--- src/rtl/huff_pkg.sv ---
// Shared definitions for the Huffman front-end: symbol alphabet, counter
// width, run-length limit and the frequency-count sequencer state encoding.
// Reused by the counter bank, the tree builder and freq_count_ctrl.
package huff_pkg;

  localparam int NSYM    = 10;   // symbols / counters 0..NSYM-1
  localparam int CNT_W   = 8;    // counter and frequency width
  localparam int MAX_LEN = 255;  // symbols per run, <= 2**CNT_W-1
  localparam int SYM_W   = 4;    // symbol / counter index width
  localparam int LEN_W   = 8;    // run-length register width

  localparam logic [SYM_W-1:0] TERM_MIN = 4'hA;  // A-F end the stream

  typedef enum logic [2:0] {
    ST_IDLE,
    ST_CLEAR,
    ST_COUNT,
    ST_SCAN,
    ST_DONE
  } state_t;

  // A-F never reach the counter bank; they only close the counting phase.
  function automatic logic is_term(input logic [SYM_W-1:0] sym);
    return sym >= TERM_MIN;
  endfunction

endpackage

--- src/rtl/freq_count_ctrl_if.sv ---
// Symbol/frequency stream towards the tree builder.
//   Sym_valid  master->slave  Sym_out/Sym_freq carry a pair
//   Sym_ready  slave->master  pair accepted when high with Sym_valid
//   Sym_out    master->slave  symbol index
//   Sym_freq   master->slave  frequency of Sym_out
interface freq_count_ctrl_if import huff_pkg::*; ();

  logic             Sym_valid;
  logic             Sym_ready;
  logic [SYM_W-1:0] Sym_out;
  logic [CNT_W-1:0] Sym_freq;

  modport master (output Sym_valid, Sym_out, Sym_freq, input Sym_ready);
  modport slave  (input Sym_valid, Sym_out, Sym_freq, output Sym_ready);

endinterface

--- src/rtl/freq_count_ctrl.sv ---
// Sequencer for the symbol-frequency counter bank. A run clears the bank,
// counts digits 0-9 from the input stream until a terminator (A-F) or the
// length limit, then scans the bank in ascending order and emits every
// non-zero (symbol, frequency) pair over a valid/ready stream.
// Ports:
//   Clk_in, nRst       clock (rising edge), async active-low reset
//   Start              run request, honoured only in IDLE
//   Data_in/Data_valid input symbol stream
//   Cnt_clr/Cnt_en     bank clear / increment of counter Cnt_sel
//   Cnt_sel            counter index for increment (COUNT) and read (SCAN)
//   Cnt_rd_data        asynchronous read of counter Cnt_sel
//   sym                pair stream to the tree builder (master side)
//   Len/Nz_cnt         symbols accepted / pairs emitted in current or last run
//   Busy/Done          not idle / one-cycle end-of-run pulse
module freq_count_ctrl
  import huff_pkg::*;
(
  input  logic                     Clk_in,
  input  logic                     nRst,
  input  logic                     Start,
  input  logic [SYM_W-1:0]         Data_in,
  input  logic                     Data_valid,
  output logic                     Cnt_clr,
  output logic                     Cnt_en,
  output logic [SYM_W-1:0]         Cnt_sel,
  input  logic [CNT_W-1:0]         Cnt_rd_data,
  freq_count_ctrl_if.master        sym,
  output logic [LEN_W-1:0]         Len,
  output logic [SYM_W-1:0]         Nz_cnt,
  output logic                     Busy,
  output logic                     Done
);

  localparam logic [LEN_W-1:0] LEN_LAST = LEN_W'(MAX_LEN - 1);
  localparam logic [SYM_W-1:0] IDX_LAST = SYM_W'(NSYM - 1);

  state_t           state, state_nxt;
  logic [SYM_W-1:0] idx, idx_nxt;
  logic [LEN_W-1:0] len_nxt;
  logic [SYM_W-1:0] nz_nxt;
  logic             scan_hit;

  // NOTE: state registers use non-blocking assignments so every flop samples
  // the pre-edge values of the others, independent of statement order.
  always_ff @(posedge Clk_in or negedge nRst) begin
    if (!nRst) begin
      state  <= ST_IDLE;
      idx    <= '0;
      Len    <= '0;
      Nz_cnt <= '0;
    end else begin
      state  <= state_nxt;
      idx    <= idx_nxt;
      Len    <= len_nxt;
      Nz_cnt <= nz_nxt;
    end
  end

  // A zero counter is skipped without presenting a pair.
  assign scan_hit = |Cnt_rd_data;

  // NOTE: every output of this block is given a default first, so no path
  // through the case statement can leave a signal unassigned and infer a latch.
  always_comb begin
    state_nxt     = state;
    idx_nxt       = idx;
    len_nxt       = Len;
    nz_nxt        = Nz_cnt;
    Cnt_clr       = 1'b0;
    Cnt_en        = 1'b0;
    Cnt_sel       = '0;
    sym.Sym_valid = 1'b0;
    sym.Sym_out   = '0;
    sym.Sym_freq  = '0;

    unique case (state)
      ST_IDLE: begin
        if (Start) state_nxt = ST_CLEAR;
      end

      ST_CLEAR: begin
        Cnt_clr   = 1'b1;
        len_nxt   = '0;
        nz_nxt    = '0;
        idx_nxt   = '0;
        state_nxt = ST_COUNT;
      end

      ST_COUNT: begin
        if (Data_valid) begin
          if (is_term(Data_in)) begin
            state_nxt = ST_SCAN;
          end else begin
            Cnt_en  = 1'b1;
            Cnt_sel = Data_in;
            len_nxt = Len + 1'b1;
            // Last allowed symbol: counters can no longer overflow after this.
            if (Len == LEN_LAST) state_nxt = ST_SCAN;
          end
        end
      end

      ST_SCAN: begin
        Cnt_sel       = idx;
        sym.Sym_out   = idx;
        sym.Sym_freq  = Cnt_rd_data;
        sym.Sym_valid = scan_hit;
        // Advance on an empty slot or on a completed handshake; a pending
        // pair keeps idx (and therefore Sym_out/Sym_freq) frozen.
        if (!scan_hit || sym.Sym_ready) begin
          if (scan_hit) nz_nxt = Nz_cnt + 1'b1;
          if (idx == IDX_LAST) begin
            idx_nxt   = '0;
            state_nxt = ST_DONE;
          end else begin
            idx_nxt = idx + 1'b1;
          end
        end
      end

      ST_DONE: begin
        state_nxt = ST_IDLE;
      end

      default: begin
        state_nxt = ST_IDLE;
      end
    endcase
  end

  assign Busy = (state != ST_IDLE);
  assign Done = (state == ST_DONE);

endmodule

--- src/flat_wrapper.sv ---
// flat-port wrapper written by rule: the top's interface ports become plain ports
module freq_count_ctrl_flat import huff_pkg::*;
  (Clk_in, nRst, Start, Data_in, Data_valid, Cnt_clr, Cnt_en, Cnt_sel, Cnt_rd_data, Len, Nz_cnt, Busy, Done, sym_Sym_valid, sym_Sym_out, sym_Sym_freq, sym_Sym_ready);
  freq_count_ctrl_if sym_i ();
  input  logic Clk_in;
  input  logic nRst;
  input  logic Start;
  input  logic [SYM_W-1:0] Data_in;
  input  logic Data_valid;
  output logic Cnt_clr;
  output logic Cnt_en;
  output logic [SYM_W-1:0] Cnt_sel;
  input  logic [CNT_W-1:0] Cnt_rd_data;
  output logic [LEN_W-1:0] Len;
  output logic [SYM_W-1:0] Nz_cnt;
  output logic Busy;
  output logic Done;
  output wire logic [$bits(sym_i.Sym_valid)-1:0] sym_Sym_valid;
  output wire logic [$bits(sym_i.Sym_out)-1:0] sym_Sym_out;
  output wire logic [$bits(sym_i.Sym_freq)-1:0] sym_Sym_freq;
  input wire logic [$bits(sym_i.Sym_ready)-1:0] sym_Sym_ready;
  assign sym_Sym_valid = sym_i.Sym_valid;
  assign sym_Sym_out = sym_i.Sym_out;
  assign sym_Sym_freq = sym_i.Sym_freq;
  assign sym_i.Sym_ready = sym_Sym_ready;
  freq_count_ctrl u_core (.Clk_in(Clk_in), .nRst(nRst), .Start(Start), .Data_in(Data_in), .Data_valid(Data_valid), .Cnt_clr(Cnt_clr), .Cnt_en(Cnt_en), .Cnt_sel(Cnt_sel), .Cnt_rd_data(Cnt_rd_data), .sym(sym_i), .Len(Len), .Nz_cnt(Nz_cnt), .Busy(Busy), .Done(Done));
endmodule
--- config.mk ---
export PLATFORM = sky130hd
export DESIGN_NAME = freq_count_ctrl_flat
export DESIGN_NICKNAME = d
export VERILOG_FILES = /design/src/rtl/huff_pkg.sv /design/src/rtl/freq_count_ctrl_if.sv /design/src/rtl/freq_count_ctrl.sv /design/src/flat_wrapper.sv
export SDC_FILE = /design/constraint.sdc
export NUM_CORES = 1
export LEC_CHECK = 0
export ABC_CLOCK_PERIOD_IN_PS = 2700
export CAP_MARGIN = 10
export CORE_ASPECT_RATIO = 0.6
export CORE_MARGIN = 3
export CORE_UTILIZATION = 47
export CTS_BUF_LIST = sky130_fd_sc_hd__clkbuf_16
export DETAILED_ROUTE_END_ITERATION = 8
export PLACE_DENSITY = 0.88
export SKIP_LAST_GASP = 1
export SYNTH_ARGS = -nofsm -noshare
export SYNTH_HDL_FRONTEND = slang
export SYNTH_SLANG_ARGS = --single-unit
--- constraint.sdc ---
create_clock -name Clk_in -period 2.7 [get_ports Clk_in]
set_clock_uncertainty 0.15 [all_clocks]
set_input_delay 0.81 -clock Clk_in [delete_from_list [all_inputs] [get_ports Clk_in]]
set_output_delay 0.81 -clock Clk_in [all_outputs]
set_load 0.03 [all_outputs]
==> results of run 1 <==
-- stage by stage --
stage                     setup TNS (ns)  power, mW  hold WS, ns  instances
after floorplan                  -0.0987      0.968        0.355        132
after global placement             -1.16       1.27        0.337        217
after detailed placement           -1.31       1.30        0.357        217
after CTS                              0       1.62        0.360        221
after global routing                   0       1.71        0.381        221
final                                  0       1.63        0.370        221
-- worst max-delay path: stages --
cell and delay, ns:
sky130_fd_sc_hd__dlygate4sd2_1 0.24, sky130_fd_sc_hd__and4bb_4 0.21, sky130_fd_sc_hd__nand2_2 0.08, sky130_fd_sc_hd__inv_2 0.05, sky130_fd_sc_hd__a21o_1 0.18, sky130_fd_sc_hd__buf_6 0.13
-- power by group --
group	switching (mW)	total, mW	internal [mW]
Sequential	0.105	0.451	0.346
Clock	0.116	0.316	0.200
Combinational	0.508	0.862	0.354
-- registers in the layout (all words and copies together) (netlist names) --
name	flops
u_core.Len	8
u_core.idx	4
u_core.Nz_cnt	4
u_core.state	3
-- layout make-up --
class                      count  area [um^2]
clock buffer                   3         75.1
clock inverter                 1         7.51
fill                         156          455
inverter                       8         30.0
multi-input combinational    101          751
sequential                    19          475
tap                           30         37.5
timing repair buffer          59          527
-- routing by layer --
| layer | track usage, % | routed length [um] | up-vias |
|---|---|---|---|
| met1 | 32.0 | 1610 | 604 |
| li1 | - | - | 596 |
| met2 | 39.1 | 1690 | 51 |
| met4 | 5.51 | 41 | 0 |
| met5 | 0 | 0 | - |
| met3 | 5.23 | 286 | 7 |
-- kinds of logic (layout without fill, tap and decap cells) --
group / count (synthesis) / in the layout / synth area share (%)
fa+ha+maj: 5 / 5 / 4.92
xor+xnor: 4 / 4 / 2.75
buf+inv: 12 / 71 / 4.23
compound gates: 30 / 30 / 17.4
flops: 19 / 19 / 37.4
mux: 4 / 4 / 3.24
simple gates: 58 / 58 / 30.1
-- cells in the final DEF (no fill, tap or decap), types with 2 or more instances in the layout --
master,count
sky130_fd_sc_hd__or3_1,3
sky130_fd_sc_hd__nor4_4,2
sky130_fd_sc_hd__dlygate4sd2_1,11
sky130_fd_sc_hd__buf_6,4
sky130_fd_sc_hd__clkbuf_16,3
sky130_fd_sc_hd__o211ai_1,2
sky130_fd_sc_hd__xnor2_1,2
sky130_fd_sc_hd__nand4_1,4
sky130_fd_sc_hd__o31ai_1,5
sky130_fd_sc_hd__dfrtp_1,19
sky130_fd_sc_hd__a22o_1,2
sky130_fd_sc_hd__nand3_1,5
sky130_fd_sc_hd__nor2_1,8
sky130_fd_sc_hd__a21oi_2,2
sky130_fd_sc_hd__buf_4,24
sky130_fd_sc_hd__ha_1,5
sky130_fd_sc_hd__xor2_1,2
sky130_fd_sc_hd__a21oi_1,3
sky130_fd_sc_hd__mux2i_1,3
sky130_fd_sc_hd__a21o_1,5
sky130_fd_sc_hd__nand2_1,8
sky130_fd_sc_hd__nand3b_1,2
sky130_fd_sc_hd__dlymetal6s2s_1,2
sky130_fd_sc_hd__clkdlybuf4s50_1,17
sky130_fd_sc_hd__and2_1,13
sky130_fd_sc_hd__inv_1,7
sky130_fd_sc_hd__o21ai_0,6
sky130_fd_sc_hd__nor3_1,2
-- what timing repair did --
item | in CTS | in global routing
gates resized for setup | 17 | 6
setup endpoints to repair | 6 | 6
cloned | 0 | 0
pin swaps | 4 | 4
hold buffers | 0 | 0
-- how the worst max path moves through the flow --
stage                 endpoint  slack [ns]  cells past startpoint
floorplan           Cnt_sel[0]       -0.03                      4
global placement    Cnt_sel[2]       -0.24                      6
detailed placement  Cnt_sel[3]       -0.28                      6
CTS                       Busy        0.01                      2
global route        Cnt_sel[0]       0.002                      6
finish              Cnt_sel[0]        0.03                      6
==> results.txt, run 1 <==
----------------------------------------------------
[Layout]
  Fraction of final layout cells sized beyond drive strength 1 ... 23.6%
  Finished Cell Area ... 1900 um^2
  Antenna diode instance count ... 0
  Number of nets at the end of the flow ... 214
  Area delta synth->final ... 49.6%
  Final core utilization ... 80.7%

[Placed design]
  Placed inst area ... 1810 um^2
  Pre-CTS setup slack ... -0.276 ns
  Number of buffers added on ports ... 49
  Final weighted congestion in routability-driven placement ... 0.882
  Half-perimeter wire length of the detailed placement result ... 2.79 mm

[Clock network]
  Clock H-tree levels ... 1
  Clock root cell ... sky130_fd_sc_hd__clkbuf_16
  CTS tree ... built
  Number of buffers created by CTS ... 3
  Clock tree buffer depth ... 2
  Sink Count ... 19
  Skew-Pair Late Insertion Delay ... 0.25 ns
  Clock-pin slew reported for the worst setup and hold paths after clock tree synthesis ... 0.06 ns
  Post-CTS Setup Repair Bufs ... 0

[Yosys]
  Fraction of registers with async set/reset ... 100%
  Cell count after synthesis ... 132
  Portion of synthesized cell area occupied by the leading cell type ... 37.4%
  Mean Syn Cell Area ... 9.64 um^2
  Commonest cells post-synth ... 19 x sky130_fd_sc_hd__dfrtp_1, 13 x sky130_fd_sc_hd__and2_1, 9 x sky130_fd_sc_hd__nand2_1
  Proportion of synthesized chip area in sequential cells ... 37.4%
  Yosys reg bits ... 19
  Count of yosys warnings during synthesis ... 0
  Most repeated cell in the gate-level netlist after synthesis ... sky130_fd_sc_hd__dfrtp_1
  Cells taking the most area after synthesis ... sky130_fd_sc_hd__dfrtp_1 37%, sky130_fd_sc_hd__and2_1 6.4%, sky130_fd_sc_hd__ha_1 4.9%
  Post-synthesis cell area ... 1270 um^2
  Dominant register cell in the synthesized netlist ... sky130_fd_sc_hd__dfrtp_1
  Most area-hungry cell type in the Yosys netlist ... sky130_fd_sc_hd__dfrtp_1
  Nets in the synthesized netlist ... 154
  Count of different cell masters after synthesis ... 41
  Number of synthesized flops with an enable pin ... 0

[Hold path]
  Path class of the lowest-slack min-delay path ... reg2reg
  Cell depth of the worst min-delay path ... 1
  Hold-critical path endpoint ... u_core.Len[5]
  Hold wc startpoint ... u_core.Len[5]

[STA]
  Fin. max-slew vios ... 0
  Number of hold violations in the final report ... 0
  Slew at the pin closest to its max-slew limit ... 0.438 ns
  Final Setup Violations ... 0
  Setup ws final ... 0.0318 ns
  Final min period ... 2.67 ns
  Max Clock Freq ... 375 MHz
  Slew Limit Headroom ... 70.8%
  Unrepaired setup endpoints after global routing ... no
  Final cycle utilization of the critical path ... 98.8%

[Worst setup path]
  Kind of end point of the critical path ... primary output
  Cells on worst reg2reg path ... 5
  Required arrival time at the worst endpoint ... 1.74 ns
  Critical Setup Path Class ... in2out
  Capture instance of the worst register-to-register path ... u_core.Len[7]
  Critical R2R Launch ... u_core.state[0]
  CP Data Arrival Time ... 1.71 ns
  Largest fanout on the critical path ... 4
  CP Launch Point ... Data_valid
  Setup slack of the most critical reg-to-reg path ... 0.78 ns
  Worst Setup Start Kind ... input pin

[Die]
  Height of the chip ... 46.3 um
  Starting utilization of the core area ... 54.0%
  Total core area ... 2360 um^2
  Die W ... 73.2 um
  Site Rows ... 13
  Top-level port count ... 50
  Die footprint ... 3390 um^2

[GRT]
  Maximum number of pins on one net before global-route repair ... 20
  Total Routing Usage GR ... 23.7%
  GR Overflow Total ... 0
  Wire length of the first global-routing pass ... 5.84 mm
  Number of antenna violations at the first check in global routing ... 0
  Number of global-route vias before repair ... 1157

[Routing]
  DRC violations left ... 0
  Total detailed-routing wirelength ... 3.63 mm
  Number of design-rule violations left by the first detailed-router iteration ... 167
  Total number of vias ... 1258
  Via-per-instance ratio ... 5.69
  First-pass detailed-route iteration total ... 4
  Final antenna-violating net count ... 0
  Routed wire length per instance ... 16.4 um

[Job]
  Total of max-cap violations ... 0

[Pwr]
  Leakage power ... 0.933 nW
  Peak ir drop on the vdd network ... 0.000533 V
  Power density over the cells ... 856 nW/um^2

[Outcome]
  Status ... finished clean

----------------------------------------------------
Note: power is estimated with default switching activity, not from simulation.
==> run 2, diff against run 1 <==
--- a/config.mk
+++ b/config.mk
@@ -5,13 +5,13 @@
 export SDC_FILE = /design/constraint.sdc
 export NUM_CORES = 1
 export LEC_CHECK = 0
-export ABC_CLOCK_PERIOD_IN_PS = 2700
 export CAP_MARGIN = 10
 export CORE_ASPECT_RATIO = 0.6
 export CORE_MARGIN = 3
 export CORE_UTILIZATION = 47
 export CTS_BUF_LIST = sky130_fd_sc_hd__clkbuf_16
 export DETAILED_ROUTE_END_ITERATION = 8
+export GPL_TIMING_DRIVEN = 0
 export PLACE_DENSITY = 0.88
 export SKIP_LAST_GASP = 1
 export SYNTH_ARGS = -nofsm -noshare
==> run 2 against run 1 <==
Against the previous run: power grew 4.5%; hold slack gained 0.022 ns; via count grew 7.1%; sequential power shrank 4.4%; die area is the same; combinational power grew 11%; critical endpoint is now Cnt_clr; critical path depth shrank 2; sequential share of layout area shrank 0.83 points; first-iteration DRC count shrank 8.4%; register-to-register slack lost 0.04 ns; routed wire length grew 14%.
==> results.txt, run 2 (synthesis gave the netlist of run 1 again) <==
----------------------------------------------------
[Outcome]
  Status ... finished clean

[Pwr]
  Peak ir drop on the vdd network ... 0.000552 V (+3.6%)
  Gate power share ... 56.2% (+3.3 points)
  Net switching power ... 0.758 mW (+4.0%)
  Sequential fraction of design power ... 25.3% (-2.4 points)
  Fraction of power consumed by the clock network ... 18.5% (-0.9 points)
  Design Power ... 1.70 mW (+4.5%)
  Switching share of power ... 44.5% (-0.22 points)
  Power density over the cells ... 865 nW/um^2 (+1.0%)
  Power Internal ... 0.945 mW (+4.9%)
  Leakage power ... 0.965 nW (+3.4%)

[Routing]
  DRC violations left ... 0 (unchanged)
  Total number of vias ... 1347 (+7.1%)
  Via-per-instance ratio ... 5.91 (+3.8%)
  Final antenna-violating net count ... 0 (unchanged)
  Routed wire length per instance ... 18.1 um (+11%)
  Total detailed-routing wirelength ... 4.14 mm (+14%)
  First-pass detailed-route iteration total ... 4 (unchanged)
  Number of design-rule violations left by the first detailed-router iteration ... 153 (-8.4%)

[Hold path]
  Path class of the lowest-slack min-delay path ... reg2reg
  Cell depth of the worst min-delay path ... 1 (unchanged)

[Die]
  Total core area ... 2360 um^2 (unchanged)
  Height of the chip ... 46.3 um (unchanged)
  Site Rows ... 13 (unchanged)
  Die W ... 73.2 um (unchanged)
  Top-level port count ... 50 (unchanged)
  Die footprint ... 3390 um^2 (unchanged)
  Starting utilization of the core area ... 54.0% (unchanged)

[STA]
  Number of hold violations in the final report ... 0 (unchanged)
  Final Setup Violations ... 0 (unchanged)
  Max Clock Freq ... 374 MHz (-0.27%)
  Slew Limit Headroom ... 38.3% (-32 points)
  Fin. max-slew vios ... 0 (unchanged)
  Slew at the pin closest to its max-slew limit ... 0.922 ns (+0.484 ns)
  Final cycle utilization of the critical path ... 99.1% (+0.27 points)
  Min Hold Slack ... 0.392 ns (+0.0221 ns)
  Final min period ... 2.68 ns (+0.00736 ns)

[Worst setup path]
  Worst Setup Start Kind ... flop
  Cells on worst reg2reg path ... 5 (unchanged)
  CP Data Arrival Time ... 1.72 ns (about the same)
  Largest fanout on the critical path ... 8 (+4)
  Required arrival time at the worst endpoint ... 1.74 ns (about the same)
  Critical Setup Path Class ... reg2out
  Kind of end point of the critical path ... primary output

[Placed design]
  Placed cell count ... 211 (-2.8%)
  Half-perimeter wire length of the detailed placement result ... 2.79 mm (about the same)
  Number of buffers added on ports ... 49 (unchanged)
  Final weighted congestion in routability-driven placement ... 0.856 (-3.0%)

[Clock network]
  Number of buffers created by CTS ... 3 (unchanged)
  Clock root cell ... sky130_fd_sc_hd__clkbuf_16
  Number of buffers inserted by hold repair at cts ... 0 (unchanged)
  Sink Count ... 19 (unchanged)
  Clock-pin slew reported for the worst setup and hold paths after clock tree synthesis ... 0.06 ns (about the same)
  CTS tree ... built
  Clock H-tree levels ... 1 (unchanged)
  Clock tree buffer depth ... 2 (unchanged)
  Skew-Pair Late Insertion Delay ... 0.26 ns (about the same)

[Layout]
  Commonest non-fill, non-tap cell in the layout ... sky130_fd_sc_hd__dfrtp_1
  Area delta synth->final ... 54.7%
  Most flops, register ... u_core.Len
  Post-layout instance count excluding filler cells ... 228 (+3.2%)
  Largest register FFs ... 8 (unchanged)
  Registers with the most flip-flops ... u_core.Len: 8 flops, u_core.Nz_cnt: 4 flops, u_core.idx: 4 flops
  Fraction of final layout cells sized beyond drive strength 1 ... 25.8% (+2.2 points)
  Antenna diode instance count ... 0 (unchanged)
  Number of nets at the end of the flow ... 221 (+3.3%)
  Leading cell types in the layout, fill and taps excluded ... 19 x sky130_fd_sc_hd__dfrtp_1, 16 x sky130_fd_sc_hd__clkdlybuf4s50_1, 15 x sky130_fd_sc_hd__buf_4

[GRT]
  Wire length of the first global-routing pass ... 6.37 mm (+9.0%)
  Number of global-route vias before repair ... 1275 (+10%)
  Total Routing Usage GR ... 25.1% (+1.4 points)
  GR Overflow Total ... 0 (unchanged)
  Number of antenna violations at the first check in global routing ... 0 (unchanged)
  Maximum number of pins on one net before global-route repair ... 20 (unchanged)

[Job]
  Total of max-cap violations ... 0 (unchanged)

----------------------------------------------------
-- run 2: cell count changes in the layout (fill, tap and decap cells not counted), sizes merged --
| cell | previous run | this run |
|---|---|---|
| buf | 28 | 26 |
| clkinv | 0 | 1 |
| clkinvlp | 1 | 0 |
| clkdlybuf4s18 | 0 | 2 |
| dlygate4sd2 | 11 | 14 |
| clkdlybuf4s15 | 1 | 5 |
| clkdlybuf4s50 | 17 | 16 |
| clkbuf | 3 | 5 |
| dlymetal6s2s | 2 | 1 |
-- run 2: power by group through the flow --
stage | Clock (mW) | Sequential (mW) | Combinational, mW
floorplan | 0 | 0.476 | 0.493
global placement | 0 | 0.423 | 0.848
detailed placement | 0 | 0.429 | 0.871
CTS | 0.313 | 0.426 | 0.892
global route | 0.325 | 0.442 | 1.03
finish | 0.315 | 0.431 | 0.957
-- run 2: timing repair --
item	in CTS	in global routing
setup buffers	5	9
setup endpoints to repair	21	14
resized for setup	100	12
pin swaps	6	4
-- run 2: worst paths after layout --
check                                 from               end  slack (ns)
max                        u_core.state[2]           Cnt_clr        0.02
min                          u_core.Len[5]     u_core.Len[5]        0.39
max reg2reg                u_core.state[2]     u_core.Len[7]        0.74
min reg2reg                  u_core.Len[5]     u_core.Len[5]        0.39
max in group asynchronous             nRst     u_core.idx[2]        0.91
min in group asynchronous             nRst  u_core.Nz_cnt[3]        0.92
-- run 2: critical path: stages, from the launching register on --
cell,delay [ns]
sky130_fd_sc_hd__dfrtp_1,0.45
sky130_fd_sc_hd__nand2b_4,0.21
sky130_fd_sc_hd__or2_2,0.38
sky130_fd_sc_hd__inv_2,0.10
sky130_fd_sc_hd__clkdlybuf4s18_2,0.30
-- run 2: final cells by class --
type | count | area [um^2]
tap | 30 | 37.5
fill | 141 | 390
timing repair buffer | 63 | 558
inverter | 8 | 32.5
clock inverter | 1 | 5.00
buffer | 3 | 30.0
sequential | 19 | 475
clock buffer | 3 | 75.1
multi-input combinational | 101 | 754
-- run 2: metrics by stage --
stage          setup TNS [ns]  utilization, %  setup WS [ns]  area [um^2]
6_report                    0            83.4         0.0245         1970
5_1_grt              -0.00329            83.4       -0.00247         1970
4_1_cts                     0            81.3        0.00257         1920
3_5_place_dp            -9.06            76.3         -0.922         1800
3_3_place_gp            -8.72            76.3         -0.888         1800
2_1_floorplan         -0.0987               -        -0.0329         1270
-- run 2: per-layer routing --
layer / GRT usage, % / vias to the layer above / wire length, um
met5: 0 / - / 0
met2: 42.1 / 80 / 1940
met4: 6.62 / 0 / 110
met3: 6.32 / 19 / 408
met1: 32.5 / 639 / 1680
li1: - / 609 / -
==> run 3, diff against run 2 <==
--- a/config.mk
+++ b/config.mk
@@ -8,11 +8,11 @@
 export CAP_MARGIN = 10
 export CORE_ASPECT_RATIO = 0.6
 export CORE_MARGIN = 3
-export CORE_UTILIZATION = 47
+export CORE_UTILIZATION = 39
 export CTS_BUF_LIST = sky130_fd_sc_hd__clkbuf_16
 export DETAILED_ROUTE_END_ITERATION = 8
 export GPL_TIMING_DRIVEN = 0
-export PLACE_DENSITY = 0.88
+export PLACE_DENSITY = 0.78
 export SKIP_LAST_GASP = 1
 export SYNTH_ARGS = -nofsm -noshare
 export SYNTH_HDL_FRONTEND = slang
==> constraint.sdc (replaced) <==
create_clock -name Clk_in -period 2.4 [get_ports Clk_in]
set_clock_uncertainty 0.15 [all_clocks]
set_input_delay 0.72 -clock Clk_in [delete_from_list [all_inputs] [get_ports Clk_in]]
set_output_delay 0.72 -clock Clk_in [all_outputs]
set_load 0.03 [all_outputs]
==> run 3 against run 2 <==
Against the previous run: the run now ends with setup timing left; global-route usage down 4.9 points; register-to-register slack got worse by 0.23 ns; flip-flop and latch count is the same; power is 16% higher; count of clock-buffer cells in the layout stayed put; via count down 4.2%; critical path type unchanged; critical endpoint is now Cnt_sel[2]; largest power group unchanged; highest routed layer unchanged.
==> results.txt, run 3 (synthesis gave the netlist of run 1 again) <==
----------------------------------------------------
[Outcome]
  Status ... finished, violations left
  Violations in the final reports ... setup timing

[Layout]
  Antenna diode instance count ... 0 (unchanged)
  Fraction of final layout cells sized beyond drive strength 1 ... 34.2% (+8.4 points)
  Largest register FFs ... 8 (unchanged)
  Number of nets at the end of the flow ... 225 (+1.8%)
  Registers with the most flip-flops ... u_core.Len: 8 flops, u_core.Nz_cnt: 4 flops, u_core.idx: 4 flops
  Area of combinational cells with multiple inputs ... 774 um^2 (+2.7%)
  Most flops, register ... u_core.Len
  Leading cell types in the layout, fill and taps excluded ... 21 x sky130_fd_sc_hd__buf_4, 18 x sky130_fd_sc_hd__dfrtp_1, 16 x sky130_fd_sc_hd__clkdlybuf4s50_1
  Post-layout instance count excluding filler cells ... 244 (+7.0%)
  Final core utilization ... 66.5% (-17 points)
  Combined flip-flop and latch cell area ... 477 um^2 (+0.26%)
  Filler cells ... 227 (+61%)
  Area delta synth->final ... 55.9%
  Commonest non-fill, non-tap cell in the layout ... sky130_fd_sc_hd__buf_4

[Pwr]
  Power density over the cells ... 992 nW/um^2 (+15%)
  Peak ir drop on the vdd network ... 0.000586 V (+6.1%)
  Leakage power ... 0.972 nW (+0.80%)

[Routing]
  Via-per-instance ratio ... 5.29 (-10%)
  Total detailed-routing wirelength ... 3.74 mm (-9.7%)
  First-pass detailed-route iteration total ... 4 (unchanged)
  Number of design-rule violations left by the first detailed-router iteration ... 71 (-54%)
  Total number of vias ... 1291 (-4.2%)
  DRC violations left ... 0 (unchanged)
  Routed wire length per instance ... 15.3 um (-16%)
  Detailed route wirelength on metal2 ... 1.73 mm (-11%)
  Top layer used by detailed routing ... met4
  Routed length on met3 ... 331 um (-19%)
  Final antenna-violating net count ... 0 (unchanged)
  M1 wire length ... 1.64 mm (-2.5%)

[Worst setup path]
  Critical Setup Path Class ... reg2out
  Largest fanout on the critical path ... 6 (-2)
  CP Data Arrival Time ... 1.60 ns (-0.12 ns)
  Worst Setup Start Kind ... flop
  CP Launch Point ... u_core.state[1]
  Cells on worst reg2reg path ... 6 (+1)
  Capture instance of the worst register-to-register path ... u_core.Len[7]
  Critical path capture point ... Cnt_sel[2]
  CP dominant cell by count ... sky130_fd_sc_hd__buf_6
  Total number of cells along the worst setup path ... 6 (+2)
  Worst path buffer plus inverter count ... 3 (+1)
  Slowest cell on the critical path ... sky130_fd_sc_hd__dfrtp_1
  Setup slack of the most critical reg-to-reg path ... 0.51 ns (-0.23 ns)
  Category of cells accounting for the largest share of critical-path delay ... buffers and inverters
  Critical R2R Launch ... u_core.state[0]
  Kind of end point of the critical path ... primary output
  Required arrival time at the worst endpoint ... 1.53 ns (-0.21 ns)
  Worst-path cell chain ... buf_6, and3b_2, buf_8, and2_4, a21o_1, buf_6
  Worst path max stage delay ... 0.39 ns (-0.06 ns)

[STA]
  Final min period ... 2.47 ns
  Final sum of negative setup slack ... -0.120 ns (-0.120 ns)
  Max Clock Freq ... 406 MHz
  Final cycle utilization of the critical path ... 103%
  Slew Limit Headroom ... 40.7% (+2.4 points)
  Fin. max-slew vios ... 0 (unchanged)
  Slew at the pin closest to its max-slew limit ... 0.886 ns (-0.0363 ns)
  Setup ws final ... -0.0652 ns (-0.0897 ns)
  Number of hold violations in the final report ... 0 (unchanged)
  Final Setup Violations ... 2 (+2)
  Min Hold Slack ... 0.362 ns (-0.0296 ns)
  Unrepaired setup endpoints after global routing ... yes

[Die]
  Total core area ... 2980 um^2 (+27%)
  Site Rows ... 15 (+2)
  Height of the chip ... 50.2 um (+8.5%)
  Die footprint ... 4010 um^2 (+18%)
  Starting utilization of the core area ... 42.6% (-11 points)
  Die W ... 79.7 um (+9.0%)
  Top-level port count ... 50 (unchanged)

[Placed design]
  Placed cell count ... 223 (+5.7%)
  Final weighted congestion in routability-driven placement ... 0.814 (-4.9%)
  Half-perimeter wire length of the detailed placement result ... 2.66 mm (-4.7%)
  Pre-CTS setup slack ... -1.03 ns (-0.105 ns)
  Number of buffers added on ports ... 49 (unchanged)

[Clock network]
  Clock-pin slew reported for the worst setup and hold paths after clock tree synthesis ... 0.05 ns (about the same)
  Skew-Pair Late Insertion Delay ... 0.26 ns (about the same)
  Clock tree buffer depth ... 2 (unchanged)
  CTS tree ... built
  Clock root cell ... sky130_fd_sc_hd__clkbuf_16
  Clock H-tree levels ... 1 (unchanged)
  Sink Count ... 19 (unchanged)
  Number of buffers created by CTS ... 3 (unchanged)

[Job]
  Total of max-cap violations ... 0 (unchanged)

[GRT]
  Total Routing Usage GR ... 20.2% (-4.9 points)
  Wire length of the first global-routing pass ... 6.19 mm (-2.8%)
  Number of global-route vias before repair ... 1268 (-0.55%)
  Maximum number of pins on one net before global-route repair ... 20 (unchanged)
  GR Overflow Total ... 0 (unchanged)
  Number of antenna violations at the first check in global routing ... 0 (unchanged)

[Hold path]
  Path class of the lowest-slack min-delay path ... reg2reg

----------------------------------------------------
==> run 3: layout make-up <==
| type | count | area share [%] |
|---|---|---|
| Inverter | 8 | 1.64 |
| Tap cell | 42 | 2.65 |
| Timing Repair Buffer | 67 | 26.8 |
| Clock inverter | 1 | 0.189 |
| Buffer | 3 | 1.89 |
| Multi-Input combinational cell | 101 | 39.0 |
| Sequential cell | 19 | 24.0 |
| Clock buffer | 3 | 3.78 |
==> run 3: repair_timing <==
item	CTS	global route
gates resized for setup	138	25
pin swaps	6	3
hold buffers	0	0
gates cloned	1	0
endpoints found under the setup margin	21	18
buffers inserted	17	0
==> run 3: where the power goes <==
part / internal (mW) / total, mW / switching, mW
logic: 0.498 / 1.14 / 0.643
clock network: 0.222 / 0.348 / 0.126
registers: 0.391 / 0.480 / 0.0888
==> run 3: stage by stage <==
step,instance area [um^2],power (mW)
3_3_place_gp,1820,1.44
4_1_cts,2000,1.94
2_1_floorplan,1280,1.09
3_5_place_dp,1820,1.46
5_1_grt,1980,2.08
6_report,1980,1.97
==> run 3: layer usage <==
| metal | up-vias | global-route usage (%) |
|---|---|---|
| met1 | 614 | 25.9 |
| met3 | 4 | 5.56 |
| li1 | 621 | - |
| met4 | 0 | 5.90 |
| met2 | 52 | 33.4 |
| met5 | - | 0 |
==> run 3: worst min-delay path by stage <==
| stage | to | startpoint | depth (start not counted) |
|---|---|---|---|
| 2_1_floorplan | u_core.Len[0] | nRst | 0 |
| 3_3_place_gp | u_core.Len[5] | u_core.Len[5] | 1 |
| 3_5_place_dp | u_core.Len[5] | u_core.Len[5] | 1 |
| 4_1_cts | u_core.Len[5] | u_core.Len[5] | 1 |
| 5_1_grt | u_core.Len[5] | u_core.Len[5] | 1 |
| 6_report | u_core.Len[5] | u_core.Len[5] | 1 |
